$ cat config.mk
export PLATFORM = sky130hd
export DESIGN_NAME = fc_cmd_arbiter
export DESIGN_NICKNAME = d
export VERILOG_FILES = /design/src/rtl/fc_cmd_arbiter.sv
export SDC_FILE = /design/constraint.sdc
export NUM_CORES = 1
export LEC_CHECK = 0
export ABC_AREA = 1
export BUFFER_PORTS_ARGS = -buffer_cell sky130_fd_sc_hd__buf_2
export CORE_MARGIN = 2
export CORE_UTILIZATION = 60
export CTS_BUF_LIST = sky130_fd_sc_hd__clkbuf_8
export CTS_CLUSTER_SIZE = 20
export DETAILED_ROUTE_END_ITERATION = 10
export GPL_TIMING_DRIVEN = 0
export PLACE_DENSITY = 0.91
export SLEW_MARGIN = 20
export SYNTH_ARGS = -nofsm -noshare
export SYNTH_HDL_FRONTEND = slang
export SYNTH_SLANG_ARGS = --single-unit
$ cat constraint.sdc
create_clock -name clk -period 3.3 [get_ports clk]
set_clock_uncertainty 0.15 [all_clocks]
set_input_delay 0.165 -clock clk [delete_from_list [all_inputs] [get_ports clk]]
set_output_delay 0.165 -clock clk [all_outputs]
set_load 0.01 [all_outputs]
$ cat src/rtl/fc_cmd_arbiter.sv
// Two-requester command arbiter in front of the flash controller.
// Each requester has a 2-deep queue; grants are round-robin and each command runs one FC handshake.
`timescale 1ns/1ps
module fc_cmd_arbiter #(
  parameter int TIMEOUT = 4000
) (
  input  logic        clk,
  input  logic        rst,
  input  logic        r0_valid,
  input  logic [32:0] r0_cmd,
  input  logic        r1_valid,
  input  logic [32:0] r1_cmd,
  output logic        r0_ready,
  output logic        r1_ready,
  output logic        r0_cpl,
  output logic        r1_cpl,
  output logic        r0_err,
  output logic        r1_err,
  output logic [32:0] fc_cmd,
  input  logic        fc_done,
  output logic        busy
);

  // state     | meaning
  // IDLE      | waiting for fc_done=1 and a queued command
  // ISSUE     | fc_cmd driven with the granted command for one cycle
  // WAIT_ACK  | waiting for the FC to drop fc_done
  // WAIT_DONE | waiting for the FC to raise fc_done again
  // RESP      | completion for the grantee is launched
  typedef enum logic [2:0] {
    S_IDLE, S_ISSUE, S_WAIT_ACK, S_WAIT_DONE, S_RESP
  } state_t;

  localparam logic [11:0] TO_CNT = 12'(TIMEOUT);

  state_t      state_q;
  logic [32:0] issue_q;
  logic        gnt_q;
  logic        last_q;
  logic        err_pend_q;
  logic [11:0] tmo_q;
  logic [1:0]  cpl_q;
  logic [1:0]  err_q;

  logic [32:0] mem_q [2][2];
  logic [1:0]  cnt_q [2];
  logic [1:0]  wr_q;
  logic [1:0]  rd_q;

  logic [1:0]  valid;
  logic [1:0]  nempty;
  logic [1:0]  full;
  logic [1:0]  push;
  logic [1:0]  pop;
  logic [32:0] cmd_in [2];
  logic [32:0] head [2];
  logic        grant;
  logic        sel;
  logic [32:0] gcmd;
  logic [11:0] tmo_inc;
  logic        tmo_hit;

  assign valid     = {r1_valid, r0_valid};
  assign cmd_in[0] = r0_cmd;
  assign cmd_in[1] = r1_cmd;

  always_comb begin
    full   = '0;
    nempty = '0;
    push   = '0;
    for (int i = 0; i < 2; i++) begin
      full[i]   = (cnt_q[i] == 2'd2);
      nempty[i] = (cnt_q[i] != 2'd0);
      head[i]   = mem_q[i][rd_q[i]];
      push[i]   = valid[i] & ~full[i];
    end
  end

  // On a tie the requester not served last wins; otherwise whichever queue has work.
  always_comb begin
    grant = (state_q == S_IDLE) && fc_done && (|nempty);
    sel   = (&nempty) ? ~last_q : ~nempty[0];
    gcmd  = head[sel];
    pop   = '0;
    if (grant) pop[sel] = 1'b1;
  end

  assign tmo_inc = tmo_q + 12'd1;
  assign tmo_hit = (tmo_inc == TO_CNT);

  always_ff @(posedge clk) begin
    for (int i = 0; i < 2; i++)
      if (push[i]) mem_q[i][wr_q[i]] <= cmd_in[i];
  end

  always_ff @(posedge clk or posedge rst) begin
    if (rst) begin
      wr_q     <= '0;
      rd_q     <= '0;
      cnt_q[0] <= '0;
      cnt_q[1] <= '0;
    end else begin
      for (int i = 0; i < 2; i++) begin
        if (push[i]) wr_q[i] <= ~wr_q[i];
        if (pop[i])  rd_q[i] <= ~rd_q[i];
        cnt_q[i] <= cnt_q[i] + 2'(push[i]) - 2'(pop[i]);
      end
    end
  end

  always_ff @(posedge clk or posedge rst) begin
    if (rst) begin
      state_q    <= S_IDLE;
      issue_q    <= '0;
      gnt_q      <= 1'b0;
      last_q     <= 1'b1;
      err_pend_q <= 1'b0;
      tmo_q      <= '0;
      cpl_q      <= '0;
      err_q      <= '0;
    end else begin
      cpl_q <= '0;
      err_q <= '0;
      case (state_q)
        S_IDLE: begin
          if (grant) begin
            issue_q <= gcmd;
            gnt_q   <= sel;
            last_q  <= sel;
            if (gcmd == '0) begin
              err_pend_q <= 1'b1;
              state_q    <= S_RESP;
            end else begin
              err_pend_q <= 1'b0;
              state_q    <= S_ISSUE;
            end
          end
        end
        S_ISSUE: begin
          tmo_q   <= '0;
          state_q <= S_WAIT_ACK;
        end
        S_WAIT_ACK: begin
          if (!fc_done) begin
            tmo_q   <= '0;
            state_q <= S_WAIT_DONE;
          end else if (tmo_hit) begin
            err_pend_q <= 1'b1;
            state_q    <= S_RESP;
          end else begin
            tmo_q <= tmo_inc;
          end
        end
        S_WAIT_DONE: begin
          if (fc_done) begin
            err_pend_q <= 1'b0;
            state_q    <= S_RESP;
          end else if (tmo_hit) begin
            err_pend_q <= 1'b1;
            state_q    <= S_RESP;
          end else begin
            tmo_q <= tmo_inc;
          end
        end
        S_RESP: begin
          cpl_q[gnt_q] <= 1'b1;
          err_q[gnt_q] <= err_pend_q;
          state_q      <= S_IDLE;
        end
        default: state_q <= S_IDLE;
      endcase
    end
  end

  assign r0_ready = ~full[0];
  assign r1_ready = ~full[1];
  assign r0_cpl   = cpl_q[0];
  assign r1_cpl   = cpl_q[1];
  assign r0_err   = err_q[0];
  assign r1_err   = err_q[1];
  // Decoded from state so an async reset forces the bus to zero at once.
  assign fc_cmd   = (state_q == S_ISSUE) ? issue_q : '0;
  assign busy     = (state_q != S_IDLE);

endmodule
==> results of run 1 <==
==> routing by layer <==
layer / GRT usage (%) / routed length, microns / vias to the layer above
met2: 56.4 / 12000 / 559
met4: 21.8 / 1820 / 0
met1: 40.3 / 8480 / 3328
li1: - / - / 3183
met3: 8.16 / 2460 / 132
met5: 0 / 0 / -
==> where the power goes <==
group | total, mW | switching (mW) | internal (mW) | leakage, nW
clock | 1.51 | 0.944 | 0.567 | 0.195
combinational | 4.19 | 2.90 | 1.30 | 2.59
sequential | 3.70 | 0.306 | 3.39 | 2.01
==> state kept, by name, summed over array words and instances, names as in the netlist <==
register / count
cnt_q: 4
cpl_q: 2
err_pend_q: 1
err_q: 2
gnt_q: 1
issue_q: 33
last_q: 1
mem_q: 132
rd_q: 2
state_q: 3
tmo_q: 12
wr_q: 2
==> per-stage QoR <==
step / total power, mW / utilization (%) / instances / TNS, ps / worst slack (ps)
2_1_floorplan: 6.20 / - / 861 / 0 / 633
3_3_place_gp: 7.21 / 67.1 / 1151 / -5510 / -92.5
3_5_place_dp: 7.51 / 68.2 / 1156 / 0 / 867
4_1_cts: 9.04 / 76.0 / 1259 / 0 / 829
5_1_grt: 9.89 / 76.0 / 1259 / 0 / 432
6_report: 9.40 / 76.0 / 1259 / 0 / 589
==> worst paths after layout <==
path,from,endpoint,slack (ps),cells past startpoint
setup / recovery,rd_q[0],err_pend_q,590,9
hold / removal,r1_cmd[29],mem_q[0][95],250,2
setup reg to reg,rd_q[0],err_pend_q,590,9
hold reg to reg,gnt_q,cpl_q[0],330,1
max in group asynchronous,rst,last_q,1920,5
min in group asynchronous,rst,tmo_q[1],550,4
==> cells by family (layout without fill, tap and decap cells) <==
| kind of cell | after synthesis | count (layout) | share of synthesized area (%) |
|---|---|---|---|
| compound gates | 103 | 103 | 6.20 |
| xor+xnor | 11 | 11 | 1.22 |
| fa+ha+maj | 5 | 5 | 0.733 |
| buf+inv | 140 | 358 | 6.88 |
| flops | 195 | 195 | 65.0 |
| simple gates | 407 | 407 | 20.0 |
==> layout by cell type (no fill, tap or decap), drive strengths merged <==
cell type / netlist / final
a2111oi: 1 / 1
a21boi: 1 / 1
a21oi: 15 / 15
and3: 2 / 2
buf: 19 / 134
clkbuf: 16 / 34
clkinv: 1 / 6
clkinvlp: 0 / 1
dfrtp: 62 / 62
dfstp: 1 / 1
dlygate4sd3: 0 / 71
edfxtp: 132 / 132
ha: 5 / 5
inv: 104 / 112
nand2: 271 / 271
nand3: 31 / 31
nand3b: 1 / 1
nand4: 7 / 7
nor2: 79 / 79
nor3: 5 / 5
o21ai: 86 / 86
or2: 11 / 11
xnor2: 4 / 4
xor2: 7 / 7
==> worst register-to-register path, stage by stage, from the launching register on <==
cell and delay (ps):
dfrtp_1 380, buf_2 180, clkbuf_1 270, o21ai_0 590
o21ai_0 260, nor2_1 140, nand2_1 60, nor2_1 280
nand4_1 170, a21oi_1 140
==> layout make-up <==
cell class | count | area, sq um
clock buffers | 18 | 248
flip-flops and latches | 195 | 5540
plain buffers | 35 | 193
inverters | 105 | 397
multi-input cells | 526 | 2430
well taps | 180 | 225
fillers | 783 | 3330
clock inverters | 14 | 123
repair buffers | 186 | 1390
==> reports/metrics.cfg, run 1 <==
[run_status]
status = finished clean

[worst_setup_path]
critical_path.max_stage_delay_ps = 580
start_kind = flop
path_buf_inv = 2
worstPathArrival_ps = 2970
required_ps = 3550
worstPathMaxFanout = 10
crit_slowest_cell = o21ai_0
crit_family = compound AO/OA/AOI/OAI gates
crit_path_end_kind = flop
path_class = flop to flop
crit_path_cell_trace = buf_2 -> clkbuf_1 -> o21ai_0 -> o21ai_0 -> nor2_1 -> nand2_1 -> nor2_1 -> nand4_1 -> a21oi_1

[yosys]
async_reset_ff_share_pct = 32.3
yosysTopAreaCell = edfxtp_1
ys_seq_area_share_pct = 65.0
synth_cell_types = 37
synth_flop_cell = edfxtp_1
synth_enable_flop_cells = 132
netlist_top_cells_count = 264 x nand2_1, 132 x edfxtp_1, 102 x inv_1
ys_ff_latch = 195
syn_nets = 937
avgSynthCellArea_sq_um = 9.91
syn_area_sq_mm = 0.00853
synth_top_area_share_pct = 46.5
syn_inst = 861
yosysMostFrequentCell = nand2_1
ys_warn_count = 0
ys_top_cells_by_area = edfxtp_1 46%, dfrtp_1 18%, nand2_1 12%, inv_1 4.5%, o21ai_0 4.3%

[die]
fp.dieH_microns = 123
rows = 43
io-pin-count = 111
fp.dieW_microns = 123
start_util_pct = 61.5
core_area_sq_mm = 0.0139
die_area_sq_mm = 0.0152

[global_routing]
globalRouteOverflowTotal = 0
grt_usage_pct = 34.2
grt_first_pass_wirelength_microns = 37500
antenna_found_initial = 1
grt_pass1_vias = 7026
grt_max_degree = 58

[route]
antenna_left = 0
wl_per_cell_microns = 19.7
drt-initial-drc-count = 1061
viasPerCell = 5.72
drc = 0
num_vias = 7202
first_pass_iters = 7
wirelength_microns = 24800

[cts]
cts_made_buffers = 17
clock_sinks = 195
cts_tree = built
clk_latency_ps = 480
post_cts_buffers = 0
clockRootBuffer = clkbuf_8
postCtsHoldBufs = 71
clk_pin_slew_ps = 120
cts_max_level = 4
clk_path_buf_depth = 2
post_cts_resized = 0

[sta]
holdWs_ps = 249
setup_violations = 0
rsz0062_at_grt = no
fmax_ghz = 0.369
drv_slew = 0
hold_viol_final = 0
period_minus_slack_ps = 2710
slew_headroom_pct = 54.6
fin_crit_sh_pct = 82.2
tightest_slew_ps = 682

[power]
p_leak_nw = 4.80
vdd.ir_drop.worst_uv = 540
p_per_area_mw_per_mm2 = 891

[run]
max-cap-violations = 0

[layout]
layout-drive-gt1-share_pct = 19.1
diodes = 0
nets = 1142
final_area_sq_mm = 0.0106
synthToLayoutAreaGrowth_pct = 23.7

[place]
gp_congestion = 0.909
dp.final_hpwl_microns = 14400
post_dp_cell_area_sq_mm = 0.00947
port_buffers = 110

[worst_hold_path]
hold_class = input port to flop

Note: power is estimated with default switching activity, not from simulation.
==> run 2, diff against run 1 <==
Settings changed: ABC_AREA 1 to 0, CORE_UTILIZATION 60 to 54, PLACE_DENSITY 0.91 to 0.87.
Clock period 3.3 ns to 2.4 ns, I/O delays scaled along.
==> reports/metrics.cfg, run 2 <==
[layout]
stdcell_count = 1067
largest_reg_flops = 132
layout-drive-gt1-share_pct = 27.8
nets = 942
synthToLayoutAreaGrowth_pct = 28.2
mostFrequentLayoutCells = 132 x edfxtp_1, 113 x buf_2, 71 x dlygate4sd3_1
final_common_cell = edfxtp_1
diodes = 0

[route]
wl_per_cell_microns = 20.4
drt-initial-drc-count = 582
wirelength_microns = 21700
first_pass_iters = 5
antenna_left = 0
viasPerCell = 5.90
num_vias = 6293
drc = 0

[die]
core_area_sq_mm = 0.0152
die_area_sq_mm = 0.0166
fp.dieH_microns = 129
io-pin-count = 111
rows = 45
start_util_pct = 55.3
fp.dieW_microns = 129

[global_routing]
use_met1_pct = 33.2
antenna_found_initial = 0
globalRouteOverflowTotal = 0
grt_pass1_vias = 6256
grt_use_met3_pct = 6.07
grt_usage_pct = 26.7
grt_max_degree = 49
globalRoute.busiestLayer = met2
use_met2_pct = 45.4
grt_first_pass_wirelength_microns = 33000

[yosys]
yosysMostFrequentCell = edfxtp_1
synth_cell_types = 62
async_reset_ff_share_pct = 32.3
ys_ff_latch = 195
ys_warn_count = 0
syn_inst = 656
ys_top_cells_by_area = edfxtp_1 47%, dfrtp_1 18%, mux2i_1 4.3%, mux2_2 4.3%, nor2_1 3.0%
synthAdderAreaFrac_pct = 0.744
yosys.area_share.simple_pct = 12.9
netlist_top_cells_count = 132 x edfxtp_1, 68 x nor2_1, 62 x dfrtp_1
muxShareOfSynthArea_pct = 8.57
yosysTopAreaCell = edfxtp_1
synth_flop_cell = edfxtp_1
synth-xor-area-share_pct = 1.15
ys_seq_area_share_pct = 65.9
synth_enable_flop_cells = 132
avgSynthCellArea_sq_um = 12.8
synth_top_area_share_pct = 47.1
syn_nets = 732
synth_top_family_by_area = simple AND/OR/NAND/NOR gates
syn_area_sq_mm = 0.00841
synth_compound_area_share_pct = 8.96

[sta]
period_minus_slack_ps = 2430
hold_viol_final = 0
tightest_slew_ps = 608
setup_slack_ps = -34.8
fmax_ghz = 0.411
drv_slew = 0
rsz0062_at_grt = yes
slew_headroom_pct = 59.2
fin_crit_sh_pct = 101
holdWs_ps = 213
setup_violations = 2

[cts]
cts_max_level = 4
clock_sinks = 195
clockRootBuffer = clkbuf_8
clk_pin_slew_ps = 90
cts_tree = built
cts_made_buffers = 17
clk_path_buf_depth = 2
clk_latency_ps = 480

[worst_setup_path]
path_buf_inv = 1
path_depth = 7
crit_path_end_kind = flop
start_kind = flop
crit_family = compound AO/OA/AOI/OAI gates
crit_path_cell_trace = buf_6 -> nor4_2 -> nand4_1 -> a2111oi_4 -> a31oi_4 -> a2111oi_4 -> a221o_1
path_class = flop to flop
worstPathArrival_ps = 2710
crit_path_frequent_cell = a2111oi_4
worstPathMaxFanout = 8
critical_path.max_stage_delay_ps = 480
r2r-start = rd_q[0]
required_ps = 2670
worstSetupStartpoint = rd_q[0]
r2r_slack_ps = -30
reg2reg_depth = 7
r2r_end = state_q[2]
crit_slowest_cell = a2111oi_4
cp-endpoint = state_q[2]

[worst_hold_path]
hold_class = input port to flop

[place]
dp.final_hpwl_microns = 14300
gp_congestion = 0.955
pre_cts_ws_ps = -474
port_buffers = 109
dp.cells = 958

[power]
vdd.ir_drop.worst_uv = 528
p_leak_nw = 4.31
p_per_area_mw_per_mm2 = 1130

[run_status]
status = finished, violations left
violations = negative setup slack

[run]
max-cap-violations = 0

## run 2: area by class of cell
cell class	instances	area (sq um)
clock inverter	15	190
buffer	28	149
fill	990	4420
tap	188	235
sequential	195	5540
inverter	4	17.5
timing repair buffer	196	1470
clock buffer	17	234
multi-input combinational	424	2950
## run 2: how the worst min path moves through the flow
stage | start | depth (start not counted) | slack [ps] | to
floorplan | r0_cmd[0] | 0 | 70 | mem_q[0][0]
CTS | r0_cmd[29] | 2 | 200 | mem_q[0][29]
global placement | r0_cmd[23] | 1 | 160 | mem_q[0][23]
finish | r0_cmd[22] | 2 | 210 | mem_q[0][55]
global route | r1_cmd[10] | 2 | 200 | mem_q[0][109]
detailed placement | rst | 2 | -80 | tmo_q[8]
## run 2: stage by stage
step                      area [sq um]  total power [mW]  setup TNS, ps  util [%]
after floorplan                   8420              7.86              0         -
after global placement            9200              9.09         -33170      60.5
after detailed placement          9330              9.36          -5700      61.4
after CTS                        10600              11.8          -77.7      69.6
after global routing             10800              12.8          -1360      70.9
final                            10800              12.2          -35.6      70.9
## run 2: what timing repair did
action                                  CTS  global route
pin swaps                                 3             9
hold buffers                             71             0
endpoints found under the setup margin   76            49
hold endpoints to repair                198             0
setup buffers                             2             9
gates resized for setup                  28            33
## run 2: cell families (layout without fill, tap and decap cells)
logic type | count (synthesis) | after routing
adder cells (fa/ha/maj) | 5 | 5
XOR/XNOR | 11 | 11
flip-flops | 195 | 195
multiplexers | 68 | 68
buffers and inverters | 37 | 260
AO/OA/AOI/OAI | 119 | 119
AND/OR/NAND/NOR | 221 | 221
## run 2: power by group
group / total [mW] / internal (mW) / switching [mW] / leakage, nW
clock: 2.24 / 1.12 / 1.12 / 0.200
combinational: 4.75 / 1.88 / 2.88 / 2.09
sequential: 5.18 / 4.61 / 0.570 / 2.03
## run 2: layer usage
layer	up-vias	part of all wire, %
li1	2833	-
met1	3052	38
met2	348	50
met3	60	8.2
met4	0	3.6
met5	-	0
